### src/rtl/wait_arb_if.sv
// Bundle of requester-side and WAIT-timer-side signals for wait_arb.
// slave is the arbiter's view; master is the requesters/timer environment.
interface wait_arb_if #(
  parameter int DW = 8
);
  logic [3:0]      req;
  logic [4*DW-1:0] dur;
  logic [3:0]      grant;
  logic [3:0]      done;
  logic            busy;
  logic [DW-1:0]   wt_din;
  logic            wt_start;
  logic            wt_busy;

  modport master (
    output req, dur, wt_busy,
    input  grant, done, busy, wt_din, wt_start
  );

  modport slave (
    input  req, dur, wt_busy,
    output grant, done, busy, wt_din, wt_start
  );
endinterface

### src/rtl/wait_arb.sv
// Round-robin arbiter handing a single shared WAIT timer to one of four requesters.
// Includes a lost-start watchdog when the timer never reports busy.
module wait_arb #(
  parameter int DW = 8
) (
  input logic       clk,
  input logic       rst,
  wait_arb_if.slave bus
);

  typedef enum logic [2:0] {IDLE, ISSUE, ARM, RUN, DONE} state_t;

  state_t        state_q, state_d;
  logic [3:0]    grant_q, grant_d;
  logic [3:0]    done_q, done_d;
  logic          wt_start_q, wt_start_d;
  logic [DW-1:0] wt_din_q, wt_din_d;
  logic [1:0]    last_q, last_d;
  logic [1:0]    win_q, win_d;
  logic          arm_q, arm_d;

  logic [1:0]    pick;
  logic          pick_vld;
  logic [DW-1:0] pick_dur;

  // Search starts one past the previous owner and wraps modulo 4.
  always_comb begin
    pick     = '0;
    pick_vld = 1'b0;
    for (int unsigned k = 0; k < 4; k++) begin
      if (!pick_vld && bus.req[last_q + 2'(k + 1)]) begin
        pick     = last_q + 2'(k + 1);
        pick_vld = 1'b1;
      end
    end
    pick_dur = bus.dur[DW*pick +: DW];
  end

  always_comb begin
    state_d    = state_q;
    grant_d    = grant_q;
    done_d     = '0;
    wt_start_d = 1'b0;
    wt_din_d   = wt_din_q;
    last_d     = last_q;
    win_d      = win_q;
    arm_d      = arm_q;
    case (state_q)
      IDLE: begin
        grant_d = '0;
        if (pick_vld) begin
          grant_d    = 4'(1) << pick;
          win_d      = pick;
          wt_din_d   = pick_dur;
          // Start pulse is registered so it coincides with the ISSUE cycle.
          wt_start_d = (pick_dur != '0);
          state_d    = ISSUE;
        end
      end
      ISSUE: begin
        arm_d = 1'b0;
        if (wt_din_q != '0) begin
          state_d = ARM;
        end else begin
          state_d = DONE;
          done_d  = 4'(1) << win_q;
        end
      end
      ARM: begin
        if (bus.wt_busy) begin
          state_d = RUN;
        end else if (arm_q) begin
          state_d = DONE;
          done_d  = 4'(1) << win_q;
        end else begin
          arm_d = 1'b1;
        end
      end
      RUN: begin
        if (!bus.wt_busy) begin
          state_d = DONE;
          done_d  = 4'(1) << win_q;
        end
      end
      DONE: begin
        last_d  = win_q;
        grant_d = '0;
        state_d = IDLE;
      end
      default: begin
        state_d = IDLE;
        grant_d = '0;
      end
    endcase
  end

  always_ff @(posedge clk or negedge rst) begin
    if (!rst) begin
      state_q    <= IDLE;
      grant_q    <= '0;
      done_q     <= '0;
      wt_start_q <= 1'b0;
      wt_din_q   <= '0;
      last_q     <= 2'd3;
      win_q      <= '0;
      arm_q      <= 1'b0;
    end else begin
      state_q    <= state_d;
      grant_q    <= grant_d;
      done_q     <= done_d;
      wt_start_q <= wt_start_d;
      wt_din_q   <= wt_din_d;
      last_q     <= last_d;
      win_q      <= win_d;
      arm_q      <= arm_d;
    end
  end

  assign bus.grant    = grant_q;
  assign bus.done     = done_q;
  assign bus.wt_start = wt_start_q;
  assign bus.wt_din   = wt_din_q;
  assign bus.busy     = (state_q != IDLE);

endmodule

### src/flat_wrapper.sv
// flat-port wrapper written by rule: the top's interface ports become plain ports
module wait_arb_flat 
#(
  parameter int DW = 8
)
  (clk, rst, bus_req, bus_dur, bus_wt_busy, bus_grant, bus_done, bus_busy, bus_wt_din, bus_wt_start);
  wait_arb_if #(.DW(DW)) bus_i ();
  input logic clk;
  input logic rst;
  input wire logic [$bits(bus_i.req)-1:0] bus_req;
  input wire logic [$bits(bus_i.dur)-1:0] bus_dur;
  input wire logic [$bits(bus_i.wt_busy)-1:0] bus_wt_busy;
  output wire logic [$bits(bus_i.grant)-1:0] bus_grant;
  output wire logic [$bits(bus_i.done)-1:0] bus_done;
  output wire logic [$bits(bus_i.busy)-1:0] bus_busy;
  output wire logic [$bits(bus_i.wt_din)-1:0] bus_wt_din;
  output wire logic [$bits(bus_i.wt_start)-1:0] bus_wt_start;
  assign bus_i.req = bus_req;
  assign bus_i.dur = bus_dur;
  assign bus_i.wt_busy = bus_wt_busy;
  assign bus_grant = bus_i.grant;
  assign bus_done = bus_i.done;
  assign bus_busy = bus_i.busy;
  assign bus_wt_din = bus_i.wt_din;
  assign bus_wt_start = bus_i.wt_start;
  wait_arb #(.DW(DW)) u_core (.clk(clk), .rst(rst), .bus(bus_i));
endmodule
### config.mk
export PLATFORM = sky130hd
export DESIGN_NAME = wait_arb_flat
export DESIGN_NICKNAME = d
export VERILOG_FILES = /design/src/rtl/wait_arb_if.sv /design/src/rtl/wait_arb.sv /design/src/flat_wrapper.sv
export SDC_FILE = /design/constraint.sdc
export NUM_CORES = 1
export LEC_CHECK = 0
export ABC_CLOCK_PERIOD_IN_PS = 4700
export BUFFER_PORTS_ARGS = -buffer_cell sky130_fd_sc_hd__buf_2
export CAP_MARGIN = 20
export CORE_AREA = 2 2 55 57
export CTS_BUF_LIST = sky130_fd_sc_hd__clkbuf_16
export DETAILED_ROUTE_END_ITERATION = 10
export DIE_AREA = 0 0 57 59
export PLACE_DENSITY = 0.82
export SYNTH_ARGS = -nofsm -noshare
export SYNTH_HDL_FRONTEND = slang
export SYNTH_SLANG_ARGS = --single-unit
### constraint.sdc
create_clock -name clk -period 4.7 [get_ports clk]
set_clock_uncertainty 0.1 [all_clocks]
set_input_delay 0.47 -clock clk [delete_from_list [all_inputs] [get_ports clk]]
set_output_delay 0.47 -clock clk [all_outputs]
set_load 0.05 [all_outputs]
==> impl_metrics.csv, run 1 <==
group,metric,value,unit
synth,yosysTopAreaCellShare,42.6,%
synth,yosys.area.top_type,"dfrtp_1",
timing,slew_headroom,63.1,%
placement,io_buffers,56,
synth,synthesis.area,0.00135,mm^2
timing,final_max_slew_viol_count,0,
power,p_per_area,712,mW/mm^2
cells_and_area,filler_cell_count,219,
placement,place.gp.congestion,0.818,
route,drt_iter0_markers,37,
timing,fin_crit_sh,44.8,%
route,via_count,1326,
global_route,grt_pass1_wl,5610,um
hold_path,hold_class,"in -> async",
floorplanning,die_w,57,um
synth,yosys-top-cells-area,"dfrtp_1, mux2i_1, nand2_1",
timing,setup-violations-final,0,
critical_path,cp_slowest_cell,"dfstp_2",
critical_path,max_stage_delay,530,ps
route,drt-wirelength-per-cell,15.6,um
synth,synth_cell_types,31,
synth,synth_ff_type,"dfrtp_1",
synth,yosysWarnings,0,
synth,syn_nets,175,
cells_and_area,finalInstanceArea,0.00176,mm^2
critical_path,cp_data_required_time,4720,ps
clocking,cts_max_level,1,
clocking,max-clock-path-buffers,2,
placement,preCtsSetupSlack,2120,ps
route,avgViaCountPerCell,5.92,
global_route,grt_pass1_vias,1249,
clocking,worst_skew_pair.late_latency,260,ps
clocking,clock-sinks,25,
clocking,post_cts_resized,0,
run,maxCapViolations,0,
floorplanning,placementRows,19,
timing,rsz0062_at_grt,"no",
cells_and_area,nets,233,
clocking,cts_setup_buffers,0,
cells_and_area,seqCellArea,628,um^2
placement,hpwl,2760,um
timing,layout_min_cycle_time,2110,ps
outcome,status,"complete, no violations",
cells_and_area,drive_above_1_share,36.8,%
critical_path,critPathArrivalTime,2120,ps
synth,avgSynthCellArea,9.95,um^2
synth,synth_edf_count,0,
synth,async_flop_share,100,%
clocking,cts_tree,"yes",
timing,tightestPinTransition,554,ps
critical_path,crit_buf_inv,1,
global_route,grt_max_degree,26,
cells_and_area,layout.cells.non_filler,224,
floorplanning,io_pins,57,
power,p_leak,0.000875,uW
clocking,hold_buffers,0,
floorplanning,die_h,59,um
synth,yosysMostFrequentCell,"dfrtp_1",
synth,yosys_register_bits,25,
route,first_pass_iters,4,
global_route,grt_overflow,0,
critical_path,path_class,"reg -> reg",
global_route,antenna_found_initial,0,
cells_and_area,antenna_cells,0,
route,drc,0,
cells_and_area,multi_input_area,696,um^2
placement,placed_area,0.00166,mm^2
cells_and_area,utilization,64.8,%
floorplanning,dieArea,0.00336,mm^2
timing,final-hold-violation-count,0,
clocking,root_buffer,"clkbuf_16",
timing,tns,0,ps
synth,synthCells,136,
route,ant_nets,0,
route,wl,3490,um
placement,placed_cells,219,
floorplanning,core_area,0.00271,mm^2
global_route,grt.total_usage,21.9,%
critical_path,cp_top_family,"compound AO/OA/AOI/OAI gates",
timing,max_freq,0.475,GHz
power,peakVddDrop,0.000619,V
synth,yosysSeqAreaShare,46.4,%
clocking,cts.clk_slew.worst_paths,60,ps
critical_path,start_kind,"flop",
critical_path,crit_path_cell_trace,"nand2b_1, o21ai_0, a211oi_4, buf_8, mux2i_1, o221ai_1",
floorplanning,start_util,49.9,%
critical_path,critPathMaxFanout,16,
clocking,cts_made_buffers,3,
cells_and_area,area_growth,29.8,%
synth,synth_commonest_cells,"dfrtp_1, nand2_1, mux2i_1",
critical_path,endpoint_kind,"flop",
timing,worst_slack,2590,ps
[per-layer routing]
| layer | routed length [um] | vias up | track usage [%] |
|---|---|---|---|
| met5 | 0 | - | 0 |
| met4 | 67 | 0 | 9.30 |
| met3 | 253 | 7 | 4.59 |
| met2 | 1740 | 63 | 38.9 |
| met1 | 1430 | 630 | 25.7 |
| li1 | - | 626 | - |
[per-stage QoR]
step	power [uW]	hold slack (ps)
floorplan	887	74.4
global placement	1030	374
detailed placement	1060	388
CTS	1240	116
global route	1320	143
finish	1250	92.4
[cell usage in the layout (no fill, tap or decap), types with 3 or more instances in the layout]
master / instances
nor2_1: 8
o21ai_0: 8
inv_1: 6
clkbuf_16: 3
mux2i_1: 16
nor4_1: 8
nand2b_1: 3
dfrtp_1: 23
nor3_1: 3
nand2_1: 20
o221ai_1: 8
buf_2: 56
a21oi_1: 4
[where the power goes]
part           total [uW]  switching (uW)  internal (uW)
Combinational         662             445            217
Clock                 187            73.1            114
Sequential            401            90.7            311
Total                1250             609            641
[registers in the layout (all words and copies together), names as in the netlist]
register	count
u_core.arm_q	1
u_core.bus.wt_din	8
u_core.win_q	2
u_core.last_q	2
u_core.bus.done	4
u_core.state_q	3
u_core.bus.wt_start	1
u_core.bus.grant	4
[kinds of logic after synthesis]
group | count (synthesis) | synth area share, %
multiplexers | 18 | 13.5
AO/OA/AOI/OAI | 31 | 16.2
AND/OR/NAND/NOR | 53 | 20.8
buffers and inverters | 9 | 3.05
flip-flops | 25 | 46.4
[worst paths after layout]
path | startpoint | to | slack [ps] | cells past startpoint
worst max-delay path | u_core.last_q[0] | u_core.bus.wt_din[4] | 2590 | 6
worst min-delay path | rst | u_core.state_q[0] | 90 | 1
worst max register to register | u_core.last_q[0] | u_core.bus.wt_din[4] | 2590 | 6
max in group asynchronous | rst | u_core.last_q[0] | 4030 | 1
min in group clk | u_core.bus.grant[2] | u_core.bus.grant[2] | 390 | 2
worst min register to register | u_core.bus.grant[2] | u_core.bus.grant[2] | 390 | 2
[cell type report]
class                           instances  share of cell area, %
Clock inverter                          1                  0.214
Sequential cell                        25                   35.8
Inverter                                5                   1.07
Timing Repair Buffer                   57                   16.8
Tap cell                               31                   2.21
Multi-Input combinational cell        102                   39.6
Clock buffer                            3                   4.28
No activity file was read; power rests on OpenSTA's default activity.
==> inputs of run 2 (changes only) <==
--- a/config.mk
+++ b/config.mk
@@ -5,14 +5,15 @@
 export SDC_FILE = /design/constraint.sdc
 export NUM_CORES = 1
 export LEC_CHECK = 0
-export ABC_CLOCK_PERIOD_IN_PS = 4700
+export ABC_AREA = 1
+export ABC_CLOCK_PERIOD_IN_PS = 2100
 export BUFFER_PORTS_ARGS = -buffer_cell sky130_fd_sc_hd__buf_2
 export CAP_MARGIN = 20
-export CORE_AREA = 2 2 55 57
+export CORE_AREA = 2 2 60 62
 export CTS_BUF_LIST = sky130_fd_sc_hd__clkbuf_16
 export DETAILED_ROUTE_END_ITERATION = 10
-export DIE_AREA = 0 0 57 59
-export PLACE_DENSITY = 0.82
+export DIE_AREA = 0 0 62 64
+export PLACE_DENSITY = 0.79
 export SYNTH_ARGS = -nofsm -noshare
 export SYNTH_HDL_FRONTEND = slang
 export SYNTH_SLANG_ARGS = --single-unit
==> constraint.sdc (replaced) <==
create_clock -name clk -period 2.1 [get_ports clk]
set_clock_uncertainty 0.1 [all_clocks]
set_input_delay 0.21 -clock clk [delete_from_list [all_inputs] [get_ports clk]]
set_output_delay 0.21 -clock clk [all_outputs]
set_load 0.05 [all_outputs]
==> impl_metrics.csv, run 2 <==
group,metric,value,unit
clocking,cts_made_buffers,3,
floorplanning,die_w,62,um
run,maxCapViolations,0,
placement,io_buffers,56,
timing,final-hold-violation-count,0,
timing,worst_slack,-246,ps
cells_and_area,layout.cells.non_filler,373,
clocking,root_buffer,"clkbuf_16",
synth,yosysWarnings,0,
timing,tightestPinTransition,544,ps
synth,synth_edf_count,0,
critical_path,cp_slowest_cell,"dfstp_2",
global_route,grt_max_degree,26,
timing,max_freq,0.426,GHz
floorplanning,placementRows,21,
cells_and_area,final_common_cell,"nand2_1",
route,wl,4660,um
outcome,status,"complete, but fails checks",
synth,synthCells,238,
timing,setup-violations-final,12,
global_route,grt_pass1_wl,6720,um
cells_and_area,area_growth,51.3,%
critical_path,crit_path_cell_trace,"inv_6, nand2_2, nand2_2, nand2_2, nand2_2, inv_2, nand2_1, nand2_2, nand2_8, clkbuf_16, nand3_1, nand2_1, nand2_1, nand2_1, nor2_1, nand2_1, nor2_2, nor2_1",
critical_path,max_stage_delay,630,ps
placement,place.gp.congestion,0.852,
synth,synth_cell_types,26,
cells_and_area,multi_input_area,961,um^2
global_route,grt.total_usage,21.6,%
synth,yosysTopAreaCellShare,35.5,%
floorplanning,start_util,49.4,%
floorplanning,io_pins,57,
clocking,max-clock-path-buffers,2,
cells_and_area,layout_common_cells,"nand2_1, buf_2, buf_4",
global_route,antenna_found_initial,0,
route,drt-wirelength-per-cell,12.5,um
timing,fin_crit_sh,112,%
global_route,grt_overflow,0,
critical_path,start_kind,"flop",
synth,yosys-top-cells-area,"dfrtp_1, nand2_1, nand3_1",
synth,syn_nets,277,
critical_path,path_class,"reg -> reg",
synth,yosysMostFrequentCell,"nand2_1",
cells_and_area,filler_cell_count,262,
cells_and_area,antenna_cells,0,
timing,final_max_slew_viol_count,0,
critical_path,cp_top_family,"simple AND/OR/NAND/NOR gates",
clocking,cts.clk_slew.worst_paths,60,ps
route,via_count,1873,
outcome,failed_checks,"setup timing",
floorplanning,core_area,0.00328,mm^2
critical_path,endpoint_kind,"flop",
cells_and_area,drive_above_1_share,41.9,%
clocking,cts_tree,"yes",
route,ant_nets,0,
route,drt_iter0_markers,150,
clocking,worst_skew_pair.late_latency,260,ps
floorplanning,die_h,64,um
critical_path,critPathArrivalTime,2400,ps
critical_path,critPathMaxFanout,8,
clocking,cts_max_level,1,
cells_and_area,largest_register_ffs,8,
synth,synth_commonest_cells,"nand2_1, dfrtp_1, nor2_1",
timing,rsz0062_at_grt,"yes",
cells_and_area,seqCellArea,628,um^2
critical_path,cp_data_required_time,2150,ps
route,avgViaCountPerCell,5.02,
floorplanning,dieArea,0.00397,mm^2
timing,hold_ws,128,ps
hold_path,hold_class,"in -> reg",
cells_and_area,nets,367,
route,drc,0,
synth,yosys.area.top_type,"dfrtp_1",
timing,layout_min_cycle_time,2350,ps
timing,slew_headroom,63.7,%
critical_path,crit_buf_inv,3,
clocking,clock-sinks,25,
synth,yosysSeqAreaShare,38.7,%
synth,synth_ff_type,"dfrtp_1",
synth,avgSynthCellArea,6.81,um^2
placement,hpwl,3120,um
placement,placed_cells,362,
synth,yosys_register_bits,25,
route,first_pass_iters,4,
synth,async_flop_share,100,%
synth,synthesis.area,0.00162,mm^2
global_route,grt_pass1_vias,1600,
run 2: cell count changes after synthesis, sizes merged, moves of 7 or more:
cell | before | now
nor4 | 8 | 1
o221ai | 8 | 0
nand2 | 20 | 103
nand3 | 2 | 22
mux2i | 16 | 0
nor2 | 8 | 24
inv | 5 | 23
run 2: final cells by class:
class                      count  share of cell area (%)
inverter                      23                    3.72
sequential                    25                    25.6
tap                           46                    2.35
clock inverter                 1                   0.153
timing repair buffer          92                    26.0
clock buffer                   3                    3.06
multi-input combinational    183                    39.2
run 2: cell families after synthesis:
kind of cell | count (synthesis) | share of synthesized area, %
AOI/OAI and AO/OA | 25 | 9.03
buffers and inverters | 31 | 9.41
DFF | 25 | 38.7
and+or+nand+nor | 157 | 42.8
run 2: through the flow:
stage                     util [%]  setup TNS [ps]  setup WS, ps  cell area (um^2)
final                         74.7           -1050          -246              2450
after CTS                     69.8            -222          -130              2290
after global routing          74.7           -3690          -445              2450
after floorplan                  -               0          11.1              1620
after global placement        66.2            -209          -112              2170
after detailed placement      66.2            -467          -185              2170
run 2: tightest hold or removal path, cell delays in order:
cell and delay, ps:
buf_2 110, nand2_1 70, o21ai_0 60
run 2: layer usage:
| metal | vias up | part of all wire [%] | global-route usage, % | routed length, um |
|---|---|---|---|---|
| met3 | 7 | 5.1 | 1.42 | 240 |
| li1 | 945 | - | - | - |
| met4 | 0 | 1.5 | 6.65 | 72 |
| met2 | 72 | 51 | 34.1 | 2360 |
| met1 | 849 | 43 | 30.9 | 1990 |
| met5 | - | 0 | 0 | 0 |
run 2: timing repair:
action | CTS | global route
gates cloned | 0 | 2
hold buffers | 1 | 0
endpoints found under the hold margin | 23 | 0
pin swaps | 1 | 10
buffers inserted | 1 | 3
endpoints found under the setup margin | 12 | 19
gates resized for setup | 8 | 24
run 2: final timing paths:
path	from	endpoint	slack (ps)	depth (start not counted)
min	bus_wt_busy	u_core.state_q[0]	130	3
max reg2reg	u_core.last_q[0]	u_core.bus.wt_start	-250	18
min in group asynchronous	rst	u_core.bus.done[2]	370	2
max	u_core.last_q[0]	u_core.bus.wt_start	-250	18
max in group asynchronous	rst	u_core.last_q[0]	1160	2
min reg2reg	u_core.win_q[0]	u_core.bus.done[2]	350	1
Power of run 2 is left out: the tool's default activity adds up to more than one toggle a clock period on the data nets, which glitch-free logic cannot reach.
